**src/rtl/vending_change_dispenser_if.sv**
```systemverilog
// Request/coin handshake bundle between the vending core, the change
// dispenser and the coin ejector.
interface vending_change_dispenser_if #(
    parameter int AMT_W = 11
);
    // valid/ready: a transfer happens on a rising clk edge where both are high;
    // the sender holds its payload stable while valid is high and ready is low.
    logic             req_valid;
    logic [AMT_W-1:0] req_amount;
    logic             req_ready;
    logic             coin_valid;
    logic [2:0]       coin_code;
    logic             coin_ready;
    logic             done;
    logic [AMT_W-1:0] shortfall;

    modport master (
        output req_valid, req_amount, coin_ready,
        input  req_ready, coin_valid, coin_code, done, shortfall
    );

    modport slave (
        input  req_valid, req_amount, coin_ready,
        output req_ready, coin_valid, coin_code, done, shortfall
    );
endinterface

```
**src/rtl/vending_change_dispenser.sv**
```systemverilog
// Greedy change dispenser: emits the largest coin that fits the remaining
// amount and is in stock, one coin per handshake; reports any unpaid rest.
module vending_change_dispenser #(
    parameter int AMT_W      = 11,
    parameter int CNT_W      = 8,
    parameter int INIT_COUNT = 8
) (
    input  logic                     clk,
    input  logic                     rst,
    vending_change_dispenser_if.slave bus,
    input  logic                     refill_valid,
    input  logic [2:0]               refill_code,
    input  logic [CNT_W-1:0]         refill_qty,
    input  logic [2:0]               inv_sel,
    output logic [CNT_W-1:0]         inv_count,
    output logic [1:0]               state_dbg
);

    typedef enum logic [1:0] {IDLE, SELECT, EMIT, DONE} state_t;

    localparam logic [CNT_W:0] CNT_MAX = {1'b0, {CNT_W{1'b1}}};

    state_t           state_q, state_d;
    logic [AMT_W-1:0] remaining_q;
    logic [AMT_W-1:0] shortfall_q;
    logic [2:0]       coin_code_q;
    logic [CNT_W-1:0] count_q    [1:6];
    logic [CNT_W-1:0] count_d    [1:6];
    logic [CNT_W:0]   count_sum  [1:6];
    logic             sel_found;
    logic [2:0]       sel_code;
    logic             coin_xfer;

    function automatic logic [AMT_W-1:0] coin_value(input logic [2:0] code);
        case (code)
            3'd1:    coin_value = AMT_W'(1);
            3'd2:    coin_value = AMT_W'(2);
            3'd3:    coin_value = AMT_W'(5);
            3'd4:    coin_value = AMT_W'(10);
            3'd5:    coin_value = AMT_W'(20);
            3'd6:    coin_value = AMT_W'(50);
            default: coin_value = '0;
        endcase
    endfunction

    assign coin_xfer      = (state_q == EMIT) && bus.coin_ready;
    assign bus.req_ready  = (state_q == IDLE);
    assign bus.coin_valid = (state_q == EMIT);
    assign bus.done       = (state_q == DONE);
    assign bus.coin_code  = coin_code_q;
    assign bus.shortfall  = shortfall_q;
    assign state_dbg      = state_q;

    // Ascending scan: the last qualifying denomination wins, i.e. the largest.
    always_comb begin
        sel_found = 1'b0;
        sel_code  = 3'd0;
        for (int d = 1; d <= 6; d++) begin
            if (coin_value(3'(d)) <= remaining_q && count_q[d] != '0) begin
                sel_found = 1'b1;
                sel_code  = 3'(d);
            end
        end
    end

    always_comb begin
        state_d = state_q;
        case (state_q)
            IDLE:    if (bus.req_valid) state_d = (bus.req_amount == '0) ? DONE : SELECT;
            SELECT:  state_d = sel_found ? EMIT : DONE;
            EMIT:    if (bus.coin_ready)
                         state_d = (remaining_q == coin_value(coin_code_q)) ? DONE : SELECT;
            DONE:    state_d = IDLE;
            default: state_d = IDLE;
        endcase
    end

    always_ff @(posedge clk or negedge rst) begin
        if (!rst) state_q <= IDLE;
        else      state_q <= state_d;
    end

    always_ff @(posedge clk or negedge rst) begin
        if (!rst) begin
            remaining_q <= '0;
            shortfall_q <= '0;
            coin_code_q <= 3'd0;
        end else begin
            case (state_q)
                IDLE: if (bus.req_valid) begin
                    remaining_q <= bus.req_amount;
                    shortfall_q <= '0;
                end
                SELECT: if (sel_found) begin
                    coin_code_q <= sel_code;
                end else begin
                    shortfall_q <= remaining_q;
                    remaining_q <= '0;
                end
                EMIT: if (bus.coin_ready) remaining_q <= remaining_q - coin_value(coin_code_q);
                default: ;
            endcase
        end
    end

    // A denomination is only emitted while its count is nonzero, so the
    // decrement never wraps; the sum is one bit wider to catch saturation.
    always_comb begin
        for (int c = 1; c <= 6; c++) begin
            count_sum[c] = {1'b0, count_q[c]};
            if (refill_valid && refill_code == 3'(c)) count_sum[c] = count_sum[c] + {1'b0, refill_qty};
            if (coin_xfer && coin_code_q == 3'(c))    count_sum[c] = count_sum[c] - 1'b1;
            count_d[c] = (count_sum[c] > CNT_MAX) ? CNT_MAX[CNT_W-1:0] : count_sum[c][CNT_W-1:0];
        end
    end

    always_ff @(posedge clk or negedge rst) begin
        if (!rst) begin
            for (int c = 1; c <= 6; c++) count_q[c] <= CNT_W'(INIT_COUNT);
        end else begin
            for (int c = 1; c <= 6; c++) count_q[c] <= count_d[c];
        end
    end

    always_comb begin
        inv_count = '0;
        case (inv_sel)
            3'd1:    inv_count = count_q[1];
            3'd2:    inv_count = count_q[2];
            3'd3:    inv_count = count_q[3];
            3'd4:    inv_count = count_q[4];
            3'd5:    inv_count = count_q[5];
            3'd6:    inv_count = count_q[6];
            default: inv_count = '0;
        endcase
    end

endmodule

```
**src/flat_wrapper.sv**
```systemverilog
// flat-port wrapper written by rule: the top's interface ports become plain ports
module vending_change_dispenser_flat 
#(
    parameter int AMT_W      = 11,
    parameter int CNT_W      = 8,
    parameter int INIT_COUNT = 8
)
  (clk, rst, refill_valid, refill_code, refill_qty, inv_sel, inv_count, state_dbg, bus_req_valid, bus_req_amount, bus_coin_ready, bus_req_ready, bus_coin_valid, bus_coin_code, bus_done, bus_shortfall);
  vending_change_dispenser_if #(.AMT_W(AMT_W)) bus_i ();
  input  logic clk;
  input  logic rst;
  input  logic refill_valid;
  input  logic [2:0] refill_code;
  input  logic [CNT_W-1:0] refill_qty;
  input  logic [2:0] inv_sel;
  output logic [CNT_W-1:0] inv_count;
  output logic [1:0] state_dbg;
  input wire logic [$bits(bus_i.req_valid)-1:0] bus_req_valid;
  input wire logic [$bits(bus_i.req_amount)-1:0] bus_req_amount;
  input wire logic [$bits(bus_i.coin_ready)-1:0] bus_coin_ready;
  output wire logic [$bits(bus_i.req_ready)-1:0] bus_req_ready;
  output wire logic [$bits(bus_i.coin_valid)-1:0] bus_coin_valid;
  output wire logic [$bits(bus_i.coin_code)-1:0] bus_coin_code;
  output wire logic [$bits(bus_i.done)-1:0] bus_done;
  output wire logic [$bits(bus_i.shortfall)-1:0] bus_shortfall;
  assign bus_i.req_valid = bus_req_valid;
  assign bus_i.req_amount = bus_req_amount;
  assign bus_i.coin_ready = bus_coin_ready;
  assign bus_req_ready = bus_i.req_ready;
  assign bus_coin_valid = bus_i.coin_valid;
  assign bus_coin_code = bus_i.coin_code;
  assign bus_done = bus_i.done;
  assign bus_shortfall = bus_i.shortfall;
  vending_change_dispenser #(.AMT_W(AMT_W), .CNT_W(CNT_W), .INIT_COUNT(INIT_COUNT)) u_core (.clk(clk), .rst(rst), .bus(bus_i), .refill_valid(refill_valid), .refill_code(refill_code), .refill_qty(refill_qty), .inv_sel(inv_sel), .inv_count(inv_count), .state_dbg(state_dbg));
endmodule
```
**config.mk**
```make
export PLATFORM = sky130hd
export DESIGN_NAME = vending_change_dispenser_flat
export DESIGN_NICKNAME = d
export VERILOG_FILES = /design/src/rtl/vending_change_dispenser_if.sv /design/src/rtl/vending_change_dispenser.sv /design/src/flat_wrapper.sv
export SDC_FILE = /design/constraint.sdc
export NUM_CORES = 1
export LEC_CHECK = 0
export ABC_AREA = 1
export CORE_MARGIN = 2
export CORE_UTILIZATION = 40
export DETAILED_ROUTE_END_ITERATION = 8
export SLEW_MARGIN = 0
export SYNTH_ARGS = -nofsm -noshare
export SYNTH_HDL_FRONTEND = slang
export SYNTH_SLANG_ARGS = --single-unit
```
**constraint.sdc**
```tcl
create_clock -name clk -period 2.2 [get_ports clk]
set_clock_uncertainty 0.1 [all_clocks]
set_input_delay 0.33 -clock clk [delete_from_list [all_inputs] [get_ports clk]]
set_output_delay 0.33 -clock clk [all_outputs]
set_load 0.02 [all_outputs]
```
* Word level (Yosys, flattened, before mapping)
Index checks and enable logic that the tools add are counted.
Storage, ports and cells: bits of input ports 30, register bits after elaboration 75, logic and storage cells 140
Cells by class: equality and inequality tests 25, add/subtract/negate cells 13, $lt $le $gt $ge 12, mux-type cells 47, reductions and logical operators 33
Operators by type and width (number):
- two-way mux 9 bit | 12
- two-way mux 11 bit | 7
- adder 8 x 8 -> 9 bit | 6
- > comparator 9 x 8 -> 1 bit (second input constant) | 6
- subtractor 9 x 1 -> 9 bit (second input constant) | 6
- two-way mux 8 bit | 6
- one-hot mux 8 bit (6 select lines) | 1
- nonzero test 8 bit | 6
- one-hot mux 6 bit (6 select lines) | 1
- one-hot mux 11 bit (3 select lines) | 1
- == test 3 bit (second input constant) | 9
- one-hot mux 11 bit (2 select lines) | 1
- logical AND 1 bit | 19
- == test 3 x 2 -> 1 bit (second input constant) | 6
- two-way mux 3 bit | 5
- == test 11 bit | 1
- <= comparator 1 x 11 -> 1 bit (first input constant) | 1
- <= comparator 2 x 11 -> 1 bit (first input constant) | 1
- <= comparator 3 x 11 -> 1 bit (first input constant) | 1
- <= comparator 4 x 11 -> 1 bit (first input constant) | 1
- <= comparator 5 x 11 -> 1 bit (first input constant) | 1
- <= comparator 6 x 11 -> 1 bit (first input constant) | 1
- zero test 11 bit | 1
- subtractor 11 bit | 1
- 13 further kinds | 29

* Logic depth before layout (Yosys ltp)
Gate-level depths: netlist of run 1.
depth in word-level cells 10, mapped depth 17, depth with buffers taken out 16

* Worst setup path after synthesis of run 1
No wires, ideal clock.
path kind register to register, from reg u_core.state_q[0] (netlist: u_core.state_dbg[0]), to reg u_core.count_q[0] (netlist name), period minus slack after synthesis 2462 ps, buffers on the path 0, stages on the path, launching flop included 14, data arrival time 2241 ps, path slack -262 ps, path through dfrtp_1 > inv_1 > ha_1 > nand2_1 > inv_1 > nand2_1 > nor2_1 > nand2_1 > a21oi_1 > nand3_1 > nor2_2 > nand4_1 > nand2_2 > nand2_1
RTL lines:
- start: declaration | line vending_change_dispenser.sv:23 | state_t state_q, state_d;
- start signal: assignment | line vending_change_dispenser.sv:80 | else state_q <= state_d;
- end: declaration | line vending_change_dispenser.sv:27 | logic [CNT_W-1:0] count_q [1:6];

==> flow_summary.yaml, run 1 <==
cells_and_area:
  final_core_util_pct: 62.3
  antenna_cells_inserted: 0
  fillerInstances: 1790
  multi_input_comb_area_mm2: 0.00617
  nets: 1686
  total_non_filler_cell_area_in_the_finished_layout_mm2: 0.0121
  final_cell_count_no_fill: 1855
  regArea_mm2: 0.00189
  post_route_cells_drive_above_1_share_pct: 33.8
  areaGrowthSynthToFinish_pct: 52.8
synth:
  synthDistinctLibCells: 46
  ys_warn_count: 0
  synth-main-ff-cell: "dfrtp_1"
  yosysMostFrequentCell: "nand2_1"
  synthDominantAreaCellType: "dfrtp_1"
  ys_top_cells_by_count: "446 x nand2_1, 167 x inv_1, 134 x nand3_1"
  netlist_top_cells_area: "dfrtp_1 22%, nand2_1 21%, ha_1 10%, nand3_1 8.4%, inv_1 7.9%"
  post_synth.cell_area_avg_um2: 6.34
  synth.ff_latch_count: 75
  mappedNetlistNets: 1354
  synth.yosys.seq_area_share_pct: 23.7
  asyncSetResetFlopFracSynth_pct: 100
  synthesis.instances: 1253
  synth_edf_count: 0
  synth_top_area_share_pct: 21.7
  synth_area_mm2: 0.00794
die:
  floorplan.die_area_mm2: 0.0210
  placement_rows: 51
  die_height_um: 145
  core_region_area_mm2: 0.0195
  die_w_um: 145
  floorplan.initialDensity_pct: 40.8
  io_pins: 57
drt:
  drt-wirelength-per-cell_um: 14.4
  drt-initial-drc-count: 505
  routed_via_density: 5.04
  detail_route_antenna_nets: 0
  routed_wl_um: 26800
  first_pass_iteration_count_of_the_detailed_router: 5
  drt_drc_violations_left: 0
  via_count: 9340
setup_path:
  critical_path.slowest_cell: "fa_1"
  critPathKind: "register to register"
  critPathCaptureType: "register"
  critPathArrivalTime_ns: 2.65
  timing.critical_path.slowest_cell_delay_ns: 0.43
  worstPathMaxFanout: 7
  path_cells: "ha_2 > fa_1 > inv_1 > nand2_2 > nand2_4 > ha_4 > nand2_2 > a21oi_2 > nand3_2 > nor2_4 > nand3_2 > nand2_4 > nand3b_1"
  timing.reg2reg.setup_slack_ns: -0.32
  reg2reg_from: "u_core.count_q[16]"
  startpoint_type: "register"
  required_time_of_the_critical_path_ns: 2.33
  crit-reg2reg-capture: "u_core.count_q[20]"
  ff2ff_path_depth: 13
timing:
  final_count_of_pins_violating_max_slew: 0
  timing.final.hold_violations: 0
  worstMarginPinSlew_ns: 0.496
  max_clock_freq_mhz: 396
  finalCriticalPeriod_ns: 2.52
  report.final.setup_viol: 48
  grt_setup_unrepaired: "yes"
  fin_crit_sh_pct: 115
  post-route-worst-setup-slack_ns: -0.323
  whs_ns: 0.343
  worst_slew_margin_rel_pct: 66.6
status:
  status: "finished with violations"
  failed_checks: "negative setup slack"
grt:
  grt_use_total_pct: 24.7
  first_global_vias: 8891
  grt-ovfl-total: 0
  antenna_violations_before_repair: 0
  grt_pass1_wl_um: 42500
  maximum_number_of_pins_on_one_net_before_global_route_repair: 49
placed_design:
  place.detailed.instances: 1802
  detailed_place.area_mm2: 0.0107
  placer_congestion: 0.934
  dpl.hpwl_um: 20300
  port-buffer-count: 56
power:
  power_density_of_the_placed_cells_mw_per_mm2: 1330
  vdd_drop_max_mv: 0.799
  p_leak_nw: 6.18
min_path:
  timing.hold.worst.class: "primary input to async pin"
clock_tree:
  ctsHtreeMaxLevel: 3
  cts_buffers: 9
  insertion_delay_ns: 0.35
  clk_path_buf_depth: 2
  clkTransAtPathRegs_ns: 0.07
  cts.root.buffer_cell: "clkbuf_16"
  clock_sink_total: 75
  cts_tree: "built"
flow_run:
  drv.max_cap_violation_count: 0
==> registers in the layout (all words and copies together) (netlist names) <==
name and cells:
u_core.remaining_q 11, u_core.bus.coin_code 3, u_core.bus.shortfall 11, u_core.count_q 48
u_core.state_dbg 2
==> worst max-delay path, delay by kind of cell (launching register included) <==
kind                     cells  cell delay [ns]
buffers and inverters        1             0.08
AND/OR/NAND/NOR              8             0.95
flip-flops                   1             0.39
AO/OA/AOI/OAI                1             0.14
adder cells (fa/ha/maj)      3             0.75
==> report_power, final <==
part,leakage (nW),switching (W),internal [W]
sequential,0.864,0.000754,0.00206
combinational,5.18,0.00633,0.00554
clock,0.133,0.000668,0.000780
total,6.18,0.00775,0.00838
==> routing by layer <==
layer  vias to the layer above  routed length (um)  share of wire (%)  global-route usage [%]
met1                      4285               12300                 46                    32.8
li1                       4763                   -                  -                       -
met4                         0                 916                3.4                    8.81
met2                       239               12400                 46                    41.5
met3                        53                1180                4.4                    3.18
met5                         -                   0                  0                       0
==> cells in the final DEF (no fill, tap or decap), types with 7 or more instances in the layout <==
cell type | netlist | routed
nor4_1 | 10 | 7
o21ai_0 | 30 | 16
nor2_2 | 11 | 18
inv_2 | 7 | 19
clkbuf_16 | 0 | 9
nand2_1 | 446 | 407
nor2_1 | 70 | 53
a21oi_2 | 0 | 12
dfrtp_1 | 69 | 66
buf_6 | 4 | 11
ha_4 | 0 | 19
ha_1 | 64 | 35
xnor2_1 | 12 | 12
or2_2 | 10 | 8
ha_2 | 0 | 10
xor2_1 | 17 | 16
buf_4 | 3 | 268
nor2_4 | 1 | 11
nand3_2 | 0 | 22
o21ai_2 | 4 | 13
inv_1 | 167 | 153
a21oi_1 | 49 | 34
nand2_2 | 6 | 40
o21ai_1 | 7 | 9
nand3b_1 | 18 | 18
nand4_1 | 35 | 35
nand3_1 | 134 | 111
clkdlybuf4s50_1 | 0 | 38
==> kinds of logic (layout without fill, tap and decap cells) <==
group | Yosys count | in the layout | synth area share [%]
adder cells (fa/ha/maj) | 71 | 71 | 11.8
AO/OA/AOI/OAI | 128 | 128 | 9.55
multiplexers | 3 | 3 | 0.425
buffers and inverters | 194 | 531 | 9.78
flip-flops | 75 | 75 | 23.7
XOR/XNOR | 29 | 29 | 3.20
AND/OR/NAND/NOR | 753 | 753 | 41.5
==> through the flow <==
stage / total power [W] / TNS (ns) / worst slack, ns
floorplan: 0.00868 / -4.06 / -0.136
global placement: 0.0128 / -44.31 / -0.836
detailed placement: 0.0130 / -46.52 / -0.904
global route: 0.0176 / -15.50 / -0.422
finish: 0.0161 / -8.94 / -0.323
CTS: 0.0150 / -8.97 / -0.287
==> final cells by class <==
cell class                      instances  area share [%]
Multi-Input combinational cell        984            50.9
Timing Repair Buffer                  339            23.0
Sequential cell                        75            15.6
Inverter                              176            5.53
Tap cell                              265            2.73
Clock buffer                            9            1.86
Clock inverter                          7           0.485
==> worst max-delay path by stage <==
stage                       startpoint                 end  cells after the start
finish              u_core.count_q[16]  u_core.count_q[20]                     13
global route        u_core.count_q[16]  u_core.count_q[20]                     13
floorplan           u_core.count_q[16]  u_core.count_q[20]                     13
CTS                  u_core.count_q[0]   u_core.count_q[1]                     13
detailed placement       refill_qty[0]  u_core.count_q[32]                     17
global placement         refill_qty[0]  u_core.count_q[32]                     17
==> what timing repair did <==
item | CTS | global route
cloned | 1 | 0
endpoints found under the setup margin | 80 | 81
setup buffers | 18 | 18
pin swaps | 42 | 69
resized for setup | 135 | 134
hold buffers | 1 | 0
hold endpoints to repair | 24 | 0
Note: power is estimated with default switching activity, not from simulation.
==> inputs of run 2 (changes only) <==
- CORE_ASPECT_RATIO: not set -> 1.1
==> run 2 against run 1 <==
- the run still ends with negative setup slack left
- first-iteration DRC count grew 8.5%
- critical endpoint is now u_core.count_q[17]
- utilization increased by 0.96 points
- flip-flop and latch count stayed put
- worst setup slack worse by 0.012 ns
- clock power decreased by 5%
- cell count up 1.8%
- design area increased by 2.6%
==> flow_summary.yaml, run 2 (synthesis gave the netlist of run 1 again) <==
status:
  status: "finished with violations"
  failed_checks: "negative setup slack"
cells_and_area:
  post_route_cells_drive_above_1_share_pct: 35.8
  mostFrequentLayoutCells: "399 x nand2_1, 318 x buf_4, 153 x inv_1, 110 x nand3_1, 66 x dfrtp_1"
  nets: 1732
  total_non_filler_cell_area_in_the_finished_layout_mm2: 0.0124
  antenna_cells_inserted: 0
  most_common_library_cell_in_the_layout_ignoring_fill_and_taps: "nand2_1"
  final_cell_count_no_fill: 1888
  largest_register: "u_core.count_q"
  fillerInstances: 1726
  areaGrowthSynthToFinish_pct: 56.7
  largest_reg_flops: 48
grt:
  grt-ovfl-total: 0
  antenna_violations_before_repair: 0
  grt_pass1_wl_um: 44700
  first_global_vias: 9256
  maximum_number_of_pins_on_one_net_before_global_route_repair: 37
  grt_use_total_pct: 26.6
placed_design:
  dpl.hpwl_um: 21200
  preCtsSetupSlack_ns: -1.03
  port-buffer-count: 56
  detailed_place.area_mm2: 0.0109
  place.detailed.instances: 1814
  placer_congestion: 0.917
die:
  floorplan.die_area_mm2: 0.0210
  die_height_um: 152
  placement_rows: 54
  core_region_area_mm2: 0.0197
  floorplan.initialDensity_pct: 40.4
  io_pins: 57
  die_w_um: 138
drt:
  detail_route_antenna_nets: 0
  drt-wirelength-per-cell_um: 15.2
  drt_drc_violations_left: 0
  via_count: 9673
  routed_wl_um: 28600
  routed_via_density: 5.12
  first_pass_iteration_count_of_the_detailed_router: 5
  drt-initial-drc-count: 548
flow_run:
  drv.max_cap_violation_count: 0
setup_path:
  timing.critical_path.slowest_cell_delay_ns: 0.47
  critPathArrivalTime_ns: 2.66
  startpoint_type: "register"
  critPathCaptureType: "register"
  worstPathMaxFanout: 7
  critical_path.slowest_cell: "fa_1"
  path_cells: "ha_2 > fa_1 > inv_1 > nand2_2 > nand2_4 > ha_4 > nand2_2 > a21oi_2 > nand3_2 > nor2_4 > nand3_2 > nand2_4 > nand3_1"
  required_time_of_the_critical_path_ns: 2.32
  critPathKind: "register to register"
clock_tree:
  ctsHtreeMaxLevel: 3
  clkTransAtPathRegs_ns: 0.06
  insertion_delay_ns: 0.35
  clock_sink_total: 75
  cts.root.buffer_cell: "clkbuf_16"
  cts_buffers: 9
  cts_tree: "built"
  clk_path_buf_depth: 2
min_path:
  timing.hold.worst.class: "primary input to async pin"
timing:
  worst_slew_margin_rel_pct: 64.6
  post-route-worst-setup-slack_ns: -0.335
  finalCriticalPeriod_ns: 2.53
  max_clock_freq_mhz: 394
  final_count_of_pins_violating_max_slew: 0
  fin_crit_sh_pct: 115
  grt_setup_unrepaired: "yes"
  timing.final.hold_violations: 0
  worstMarginPinSlew_ns: 0.530
  report.final.setup_viol: 51
power:
  p_leak_nw: 6.43
  vdd_drop_max_mv: 0.852
  power_density_of_the_placed_cells_mw_per_mm2: 1350
run 2: cell type report:
type | instances | area [um2] | area share (%)
repair buffers | 385 | 3140 | 25.2
multi-input cells | 984 | 6160 | 49.5
well taps | 252 | 315 | 2.53
inverters | 176 | 673 | 5.41
clock buffers | 9 | 225 | 1.81
flip-flops and latches | 75 | 1890 | 15.2
clock inverters | 7 | 43.8 | 0.352
run 2: worst max-delay path: cells and delay by family (launching register included):
family	cells	cell delay, ns
AND/OR/NAND/NOR	8	0.87
AO/OA/AOI/OAI	1	0.14
flip-flops	1	0.41
adder cells (fa/ha/maj)	3	0.81
buffers and inverters	1	0.09
run 2: repair_timing:
action / in CTS / in global routing
hold buffers: 1 / 0
endpoints found under the setup margin: 79 / 82
resized for setup: 125 / 154
hold endpoints to repair: 15 / 0
buffers inserted: 30 / 26
cloned: 1 / 1
pin swaps: 57 / 103
run 2: layer usage:
metal	up-vias	wire length, um	GRT usage, %	share of wire, %
met5	-	0	0	0
met4	0	1050	10.0	3.7
met3	68	1420	4.46	5.0
met2	252	14000	48.0	49
met1	4485	12100	32.1	42
li1	4868	-	-	-
run 2: power breakdown:
group | switching (W) | internal (W) | total, W
Sequential | 0.000699 | 0.00206 | 0.00276
Combinational | 0.00671 | 0.00600 | 0.0127
Clock | 0.000624 | 0.000759 | 0.00138
Total | 0.00803 | 0.00882 | 0.0168
run 2: final timing paths:
check,endpoint,slack [ns],startpoint,cells after the start
worst max-delay path,u_core.count_q[17],-0.33,u_core.count_q[16],13
worst min-delay path,u_core.remaining_q[3],0.29,rst,2
worst max register to register,u_core.count_q[17],-0.33,u_core.count_q[16],13
worst min register to register,u_core.bus.shortfall[10],0.38,u_core.bus.shortfall[10],2
max in group asynchronous,u_core.count_q[27],1.05,rst,3
min in group clk,u_core.bus.shortfall[10],0.38,u_core.bus.shortfall[10],2
run 2: through the flow:
| stage | hold WS [ns] | power [W] | util, % | TNS [ns] |
|---|---|---|---|---|
| after detailed placement | 0.127 | 0.0133 | 55.3 | -55.10 |
| final | 0.293 | 0.0168 | 63.3 | -10.82 |
| after global placement | 0.128 | 0.0131 | 55.3 | -53.75 |
| after global routing | 0.321 | 0.0183 | 63.3 | -17.66 |
| after CTS | 0.293 | 0.0154 | 59.6 | -8.67 |
| after floorplan | -0.0656 | 0.00868 | - | -4.06 |
